## src/rtl/whack_game_ctrl.sv

```systemverilog
// Whack-a-mole game sequencer: raises one mole at a time from an LFSR, scores
// hits, charges misses against a life budget and reports the game state.
module whack_game_ctrl #(
   parameter int NUM_MOLES  = 4,
   parameter int UP_CYCLES  = 25_000_000,
   parameter int GAP_CYCLES = 5_000_000,
   parameter int LIVES      = 3,
   parameter int SCORE_W    = 8,
   localparam int IDX_W     = (NUM_MOLES > 2) ? $clog2(NUM_MOLES) : 1
) (
   input  logic                 clk,
   input  logic                 reset,
   input  logic                 start,
   input  logic                 hit_valid,
   input  logic [IDX_W-1:0]     hit_idx,
   input  logic                 game_timeout,
   input  logic [15:0]          seed,
   output logic [2:0]           state,
   output logic [NUM_MOLES-1:0] mole_onehot,
   output logic [SCORE_W-1:0]   score,
   output logic [3:0]           lives,
   output logic                 game_over
);

   // state | meaning
   // IDLE  | waiting for start
   // ARM   | one cycle: choose next mole, load up timer
   // UP    | mole raised, accepting hits
   // GAP   | blank interval between moles
   // OVER  | game finished, score/lives frozen
   typedef enum logic [2:0] {
      S_IDLE = 3'd0,
      S_ARM  = 3'd1,
      S_UP   = 3'd2,
      S_GAP  = 3'd3,
      S_OVER = 3'd4
   } state_t;

   localparam int CNT_MAX = (UP_CYCLES > GAP_CYCLES) ? UP_CYCLES : GAP_CYCLES;
   localparam int CNT_W   = (CNT_MAX > 1) ? $clog2(CNT_MAX) : 1;

   state_t               cur_st, nxt_st;
   logic                 start_s, start_p, hit_valid_s, timeout_s;
   logic [IDX_W-1:0]     hit_idx_s;
   logic [1:0]           live;
   logic                 start_evt;
   logic [15:0]          lfsr;
   logic                 lfsr_fb;
   logic [CNT_W-1:0]     cnt, cnt_n;
   logic [IDX_W-1:0]     mole_idx, idx_n, cand, pick;
   logic [SCORE_W-1:0]   score_n;
   logic [3:0]           lives_n, lives_dec;
   logic [NUM_MOLES-1:0] mole_n;
   logic                 go_n, hit_ok;

   // live[1] marks start_p as a genuine post-reset sample, so start held
   // through reset release never looks like a rising edge.
   assign start_evt = start_s & ~start_p & live[1];
   assign lfsr_fb   = lfsr[15] ^ lfsr[13] ^ lfsr[12] ^ lfsr[10];
   assign cand      = IDX_W'(32'(lfsr) % NUM_MOLES);
   assign pick      = (cand != mole_idx) ? cand :
                      (cand == IDX_W'(NUM_MOLES - 1)) ? '0 : cand + IDX_W'(1);
   assign hit_ok    = hit_valid_s && (hit_idx_s == mole_idx);
   assign lives_dec = (lives != 4'd0) ? lives - 4'd1 : 4'd0;
   assign state     = cur_st;

   always_comb begin
      nxt_st  = cur_st;
      cnt_n   = (cnt != '0) ? cnt - CNT_W'(1) : '0;
      idx_n   = mole_idx;
      score_n = score;
      lives_n = lives;
      case (cur_st)
         S_IDLE: begin
            if (start_evt) begin
               score_n = '0;
               lives_n = 4'(LIVES);
               nxt_st  = S_ARM;
            end
         end
         S_ARM: begin
            if (timeout_s) begin
               nxt_st = S_OVER;
            end else begin
               idx_n  = pick;
               cnt_n  = CNT_W'(UP_CYCLES - 1);
               nxt_st = S_UP;
            end
         end
         S_UP: begin
            if (timeout_s) begin
               nxt_st = S_OVER;
            end else if (hit_ok) begin
               score_n = (score == '1) ? score : score + SCORE_W'(1);
               cnt_n   = CNT_W'(GAP_CYCLES - 1);
               nxt_st  = S_GAP;
            end else if (hit_valid_s) begin
               lives_n = lives_dec;
               if (lives_dec == 4'd0) nxt_st = S_OVER;
            end else if (cnt == '0) begin
               lives_n = lives_dec;
               cnt_n   = CNT_W'(GAP_CYCLES - 1);
               nxt_st  = (lives_dec == 4'd0) ? S_OVER : S_GAP;
            end
         end
         S_GAP: begin
            if (timeout_s)      nxt_st = S_OVER;
            else if (cnt == '0) nxt_st = S_ARM;
         end
         S_OVER: begin
            if (start_evt) nxt_st = S_IDLE;
         end
         default: nxt_st = S_IDLE;
      endcase
      mole_n = (nxt_st == S_UP) ? (NUM_MOLES'(1) << idx_n) : '0;
      go_n   = (nxt_st == S_OVER) && (cur_st != S_OVER);
   end

   always_ff @(posedge clk) begin
      if (!reset) begin
         start_s     <= 1'b0;
         start_p     <= 1'b0;
         hit_valid_s <= 1'b0;
         hit_idx_s   <= '0;
         timeout_s   <= 1'b0;
         live        <= 2'b00;
         lfsr        <= (seed == 16'h0000) ? 16'h0001 : seed;
         cur_st      <= S_IDLE;
         cnt         <= '0;
         mole_idx    <= '0;
         score       <= '0;
         lives       <= 4'(LIVES);
         mole_onehot <= '0;
         game_over   <= 1'b0;
      end else begin
         start_s     <= start;
         start_p     <= start_s;
         hit_valid_s <= hit_valid;
         hit_idx_s   <= hit_idx;
         timeout_s   <= game_timeout;
         live        <= {live[0], 1'b1};
         lfsr        <= {lfsr[14:0], lfsr_fb};
         cur_st      <= nxt_st;
         cnt         <= cnt_n;
         mole_idx    <= idx_n;
         score       <= score_n;
         lives       <= lives_n;
         mole_onehot <= mole_n;
         game_over   <= go_n;
      end
   end

endmodule

```

## config.mk

```make
export PLATFORM = sky130hd
export DESIGN_NAME = whack_game_ctrl
export DESIGN_NICKNAME = d
export VERILOG_FILES = /design/src/rtl/whack_game_ctrl.sv
export SDC_FILE = /design/constraint.sdc
export NUM_CORES = 1
export LEC_CHECK = 0
export ABC_CLOCK_PERIOD_IN_PS = 3300
export BUFFER_PORTS_ARGS = -buffer_cell sky130_fd_sc_hd__clkbuf_2
export CAP_MARGIN = 20
export CORE_ASPECT_RATIO = 0.6
export CORE_UTILIZATION = 40
export CTS_CLUSTER_DIAMETER = 80
export DETAILED_ROUTE_END_ITERATION = 7
export GPL_ROUTABILITY_DRIVEN = 1
export MAX_ROUTING_LAYER = met4
export PLACE_DENSITY = 0.69
export SLEW_MARGIN = 20
export SYNTH_ARGS = -nofsm -noshare
export SYNTH_HDL_FRONTEND = slang
export SYNTH_SLANG_ARGS = --single-unit
```

## constraint.sdc

```tcl
create_clock -name clk -period 3.3 [get_ports clk]
set_input_delay 0.165 -clock clk [delete_from_list [all_inputs] [get_ports clk]]
set_output_delay 0.165 -clock clk [all_outputs]
set_load 0.03 [all_outputs]
```

==> metrics.txt, run 1 <==
total grt overflow=0; detailed-route via count=2799; CP arrival=2.51 ns; Filler cells=746; Syn Inst Count=350; crit-path cells=nor4b_4 > nand4_4 > a31o_4 > or4_1 > a21oi_1; Max Cap Viol=0; Area Overhead vs Synth=18.3%; Die X=119 µm; die area=8630 µm²; mapped cell area=3300 µm²; Pleak=1.50 nW; post-layout min period=2.24 ns; ranking of synthesized cells by area=dfxtp_1 43%, xnor2_1 4.8%, xor2_1 3.4%; final hold viol count=0; Nets=421; first-pass GRT wire length=12600 µm; antenna cells=0; largest net degree at the start of global routing=29; crit path max-delay cell type=dfxtp_1; clock share of power=34.5%; kind of critical path=reg2reg; gr busiest metal=met1; WL/cell=15.0 µm; Post-synth EDFFs=0; Worst Max-Slew Pin Slew=0.736 ns; Root Driver=clkbuf_16; maximum root-to-sink buffer count=2; element type at the critical path end=register; Data required, critical path=3.57 ns; cts repair resizes=0; # IOs=43; endpoints failing setup=0; worst hold start=game_timeout; Slew headroom=50.9%; clk_skew=0.00536 ns; Initial Util=41.5%; setup bufs post-CTS=0; FFs w/ async S/R, synth=0%; Primary FF master, synth=dfxtp_1; startpoint types=register; vias in the first global route=2593; M2 GR Usage=25.8%; power density over the cells=712 nW/µm²; Final Power=2.78 mW; TritonRoute pass-1 iters=7; layout cells sized above 1=20.8%; Detail Route Antenna Nets=0; Min-Delay Endpoint=timeout_s; Worst Hold Class=in2reg; cell taking the most area after synthesis=dfxtp_1; reg-to-reg critical path startpoint=state[1]; hold_buf cts=0; Worst path max stage delay=0.60 ns; core area=7950 µm²; met1 Usage GRT=25.9%; synth unique cells=61; sequential fraction of the synthesis area=43.1%; Hold Crit Depth=2; sequential share of power=38.9%; RR Endpoint=score[3]; status=finished clean; setup TNS=0 ns; DP Wirelength=5450 µm; vias per cell=5.52; switch share=32.2%; Comb pwr share=26.6%; syn_nets=377; RSZ-0062 raised after global routing=no; CTS Sinks=71; GRT Total Usage=19.6%; P_sw=0.895 mW; Int Pwr=1.89 mW; clock latency at the later pin of the worst-skew pair=0.34 ns; area share of the largest cell type after synthesis=43.1%; Routed WL=7600 µm; # DRC=0; Worst Path Max Fanout=12; Avg Cell Area, Syn=9.43 µm²; GRT met3 Usage=8.25%; CTS clk-pin slew, worst paths=0.06 ns; htree depth=3; Port Buffers=42; Num CTS Buffers=9; Max VDD drop=0.000265 V; Final period util=68.0%; DIE HEIGHT=72.4 µm; DRT iter0 DRCs=245; Synthesis Warnings=0; Final GP Congestion=0.903; worst reg2reg setup slack=1.06 ns; R2R cell count=5; FP Rows=25; max-slew violations=0; Yosys reg bits=71; f_max=446 MHz; antenna violations before repair=0; CTS tree=done
[through the flow]
step,cells,util (%),cell area (µm²),hold slack (ns),setup slack (ns)
after floorplan,350,-,3300,0.193,1.28
after global placement,491,45.4,3610,0.372,1.16
after detailed placement,491,45.4,3610,0.375,1.11
after CTS,507,49.2,3910,0.0212,1.07
after global routing,507,49.2,3910,0.0196,0.817
final,507,49.2,3910,0.0285,1.06
[worst max path at each step]
stage                     cells past startpoint  slack (ns)  startpoint       end
after floorplan                               6        1.28    state[1]  lives[1]
after global placement                        5        1.16    state[1]  score[3]
after detailed placement                      5        1.11    state[1]  score[5]
after CTS                                     5        1.07    state[1]  score[5]
after global routing                          4        0.82    state[2]    cnt[5]
final                                         5        1.06    state[1]  score[3]
[cells in the mapped netlist, types with 4 or more instances]
master    instances
ha_1              4
nand2_1          22
o21ai_0          22
nand2b_1          5
inv_1            10
o31ai_1           5
nor3_1           11
a21oi_1          14
nor2_1           23
a31oi_1           6
mux2_2            9
clkbuf_1          6
dfxtp_1          71
xnor2_1          18
nor4_1            9
and2_1           10
xor2_1           13
or3_1             5
nor3b_1           5
or4_1             7
nand3_1          12
a22o_1            7
[cell type report]
type,count,area (µm²),share of cell area (%)
clock inverters,7,72.6,1.86
multi-input cells,258,1790,45.8
clock buffers,9,225,5.77
inverters,10,37.5,0.961
well taps,108,135,3.46
flip-flops and latches,71,1420,36.4
repair buffers,44,225,5.77
[power groups by stage]
| stage | combinational (mW) | clock, mW | sequential [mW] |
|---|---|---|---|
| 2_1_floorplan | 0.586 | 0 | 1.07 |
| 3_3_place_gp | 0.711 | 0 | 1.09 |
| 3_5_place_dp | 0.720 | 0 | 1.10 |
| 4_1_cts | 0.735 | 0.977 | 1.08 |
| 5_1_grt | 0.825 | 1.01 | 1.10 |
| 6_report | 0.740 | 0.960 | 1.08 |
[flip-flops by register name (all words and copies together) (netlist names), 2 cells and up]
name         count
mole_idx         2
score            8
lfsr            16
hit_idx_s        2
cnt             25
live             2
mole_onehot      4
lives            4
state            3
[routing by layer]
layer | wire length (µm) | vias to the layer above
met4 | 119 | 0
met2 | 2920 | 107
met1 | 3830 | 1305
met5 | 0 | -
met3 | 731 | 15
li1 | - | 1372
[critical path: cells and delay by family, from the launching register on]
family	cells	cell delay, ns
simple gates	3	1.13
compound gates	2	0.43
flops	1	0.60
[cells in the final DEF, fill, tap and decap left out, types with 4 or more instances in the layout]
master and count:
ha_1 4, xor2_1 13, nand2b_1 5, xnor2_1 18
nor3_1 11, or3_1 5, or4_1 7, inv_1 10
nor3b_1 5, nand2_1 22, nand3_1 12, nor2_1 23
a31oi_1 6, o31ai_1 5, clkbuf_16 9, mux2_2 9
dfxtp_1 71, and2_1 10, a21oi_1 14, a22o_1 7
clkbuf_2 42, nor4_1 9, o21ai_0 22
[cell families (layout without fill, tap and decap cells)]
logic type	count (synthesis)	in the layout	share of synthesized area, %
and+or+nand+nor	135	135	25.1
adders and majority gates	4	4	1.52
muxes	10	10	3.37
DFF	71	71	43.1
xor gates and xnor gates	31	31	8.23
buffers and inverters	21	70	2.73
AOI/OAI and AO/OA	78	78	16.0
Power figures use the tool's default switching activity.
==> run 2: changes to the inputs <==
- ABC_CLOCK_PERIOD_IN_PS: 3300 -> 2100
- clock period: 3.3 -> 2.1 ns (I/O delays scaled with it)
==> run 2 against run 1 <==
Against the previous run: routed wire length up 3.1%; total power is 62% higher; flip-flop and latch count stayed put; count of clock-buffer cells in the layout grew 1; highest routed layer unchanged; worst setup slack worse by 0.98 ns; critical path type unchanged; first-iteration DRC count shrank 13%; cell area rose by 7.9%; sequential power up 57%.
==> metrics.txt, run 2 (same netlist as run 1, synthesis figures left out) <==
CTS Sinks=71; Routed WL=7830 µm; Worst Max-Slew Pin Slew=0.724 ns; Initial Util=41.5%; M2 GR Usage=27.3%; CP arrival=2.28 ns; GRT met3 Usage=5.66%; largest registers=cnt: 25 flops, lfsr: 16 flops, score: 8 flops; TritonRoute pass-1 iters=4; CTS clk-pin slew, worst paths=0.06 ns; FP Rows=25; core area=7950 µm²; first-pass GRT wire length=13000 µm; Detail Route Antenna Nets=0; htree depth=3; RSZ-0062 raised after global routing=yes; Root Driver=clkbuf_16; kind of critical path=reg2reg; number of flip-flops in the largest register=25; Max VDD drop=0.000530 V; gr busiest metal=met1; power density over the cells=1070 nW/µm²; # IOs=43; Place WS=0.0323 ns; setup TNS=0 ns; max-slew violations=0; Int Pwr=3.10 mW; fin area=4220 µm²; Num CTS Buffers=9; # DRC=0; Die X=119 µm; GRT Total Usage=20.1%; total grt overflow=0; commonest non-fill, non-tap cell in the layout=dfxtp_1; endpoints failing setup=0; critical path startpoint=cnt[4]; setup bufs post-CTS=0; WHS=0.00823 ns; detailed-route via count=2870; Area after DPL=3770 µm²; maximum root-to-sink buffer count=2; vias in the first global route=2595; Worst Path Max Fanout=6; layout cells sized above 1=25.9%; Worst Hold Class=in2reg; Worst path max stage delay=0.51 ns; DP Wirelength=5660 µm; CTS tree=done; post-layout min period=2.02 ns; final hold viol count=0; DRT iter0 DRCs=214; antenna cells=0; antenna violations before repair=0; status=finished clean; final worst setup slack=0.0784 ns; reg-to-reg critical path startpoint=cnt[4]; startpoint types=register; largest net degree at the start of global routing=23; met1 Usage GRT=28.2%; crit path max-delay cell type=or3_1; sequential share of power=37.7%; vias per cell=5.34; f_max=495 MHz; Nets=452; Area Overhead vs Synth=27.7%; DIE HEIGHT=72.4 µm; Pleak=1.66 nW; Port Buffers=42; Max Cap Viol=0; clk_skew=0.00322 ns; Comb pwr share=28.8%; die area=8630 µm²; Final GP Congestion=0.879; element type at the critical path end=register; most frequent cells in the layout=71 x dfxtp_1, 42 x clkbuf_2, 24 x buf_4; P_sw=1.42 mW; WL/cell=14.6 µm; clock share of power=33.5%; Final period util=96.3%; switch share=31.4%; Largest Register=cnt; crit-path cells=nor4_4 > nand2_2 > or3_1 > o31a_1 > a31oi_2; worst hold start=seed[14]; clock latency at the later pin of the worst-skew pair=0.33 ns; Data required, critical path=2.36 ns; Slew headroom=51.1%
-- run 2: cell count changes in the layout (fill, tap and decap cells not counted), moves of 2 or more --
| cell | change |
|---|---|
| buf_4 | +22 |
| dlygate4sd3_1 | +9 |
| xnor2_1 | -2 |
| xnor2_2 | +2 |
-- run 2: layer usage --
metal	wire length [µm]	up-vias
met3	392	6
met1	4160	1347
met5	0	-
met4	55	0
li1	-	1436
met2	3220	81
-- run 2: worst max-delay path, delay by kind of cell, from the launching register on --
family | cells | cell delay [ns]
and+or+nand+nor | 3 | 1.06
DFF | 1 | 0.38
AOI/OAI and AO/OA | 2 | 0.51
-- run 2: per-stage QoR --
stage | instances | total power [mW] | util (%)
6_report | 537 | 4.52 | 53.1
2_1_floorplan | 350 | 2.61 | -
5_1_grt | 537 | 4.78 | 53.1
3_5_place_dp | 513 | 2.96 | 47.5
4_1_cts | 536 | 4.51 | 52.4
3_3_place_gp | 513 | 2.92 | 47.5
-- run 2: path summary, 6_finish.rpt --
path,end,slack [ns],cells after the start
max,cnt[1],0.08,5
min,lfsr[14],0.008,2
max reg2reg,cnt[1],0.08,5
min reg2reg,live[1],0.43,1
-- run 2: layout make-up --
type,instances,area [µm²]
fill,738,3730
multi-input combinational,258,1840
sequential,71,1420
timing repair buffer,75,480
clock buffer,10,239
tap,108,135
clock inverter,5,58.8
inverter,10,37.5
-- run 2: repair_timing --
action                                  4_1_cts  5_1_grt
endpoints found under the setup margin        1       29
hold buffers                                  8        1
gates resized for setup                       2        6
endpoints found under the hold margin         8        1
-- run 2: power by group through the flow --
stage | registers [mW] | clock network (mW) | logic (mW)
finish | 1.70 | 1.51 | 1.30
global route | 1.72 | 1.61 | 1.45
CTS | 1.69 | 1.54 | 1.28
detailed placement | 1.72 | 0 | 1.24
global placement | 1.71 | 0 | 1.22
floorplan | 1.68 | 0 | 0.921
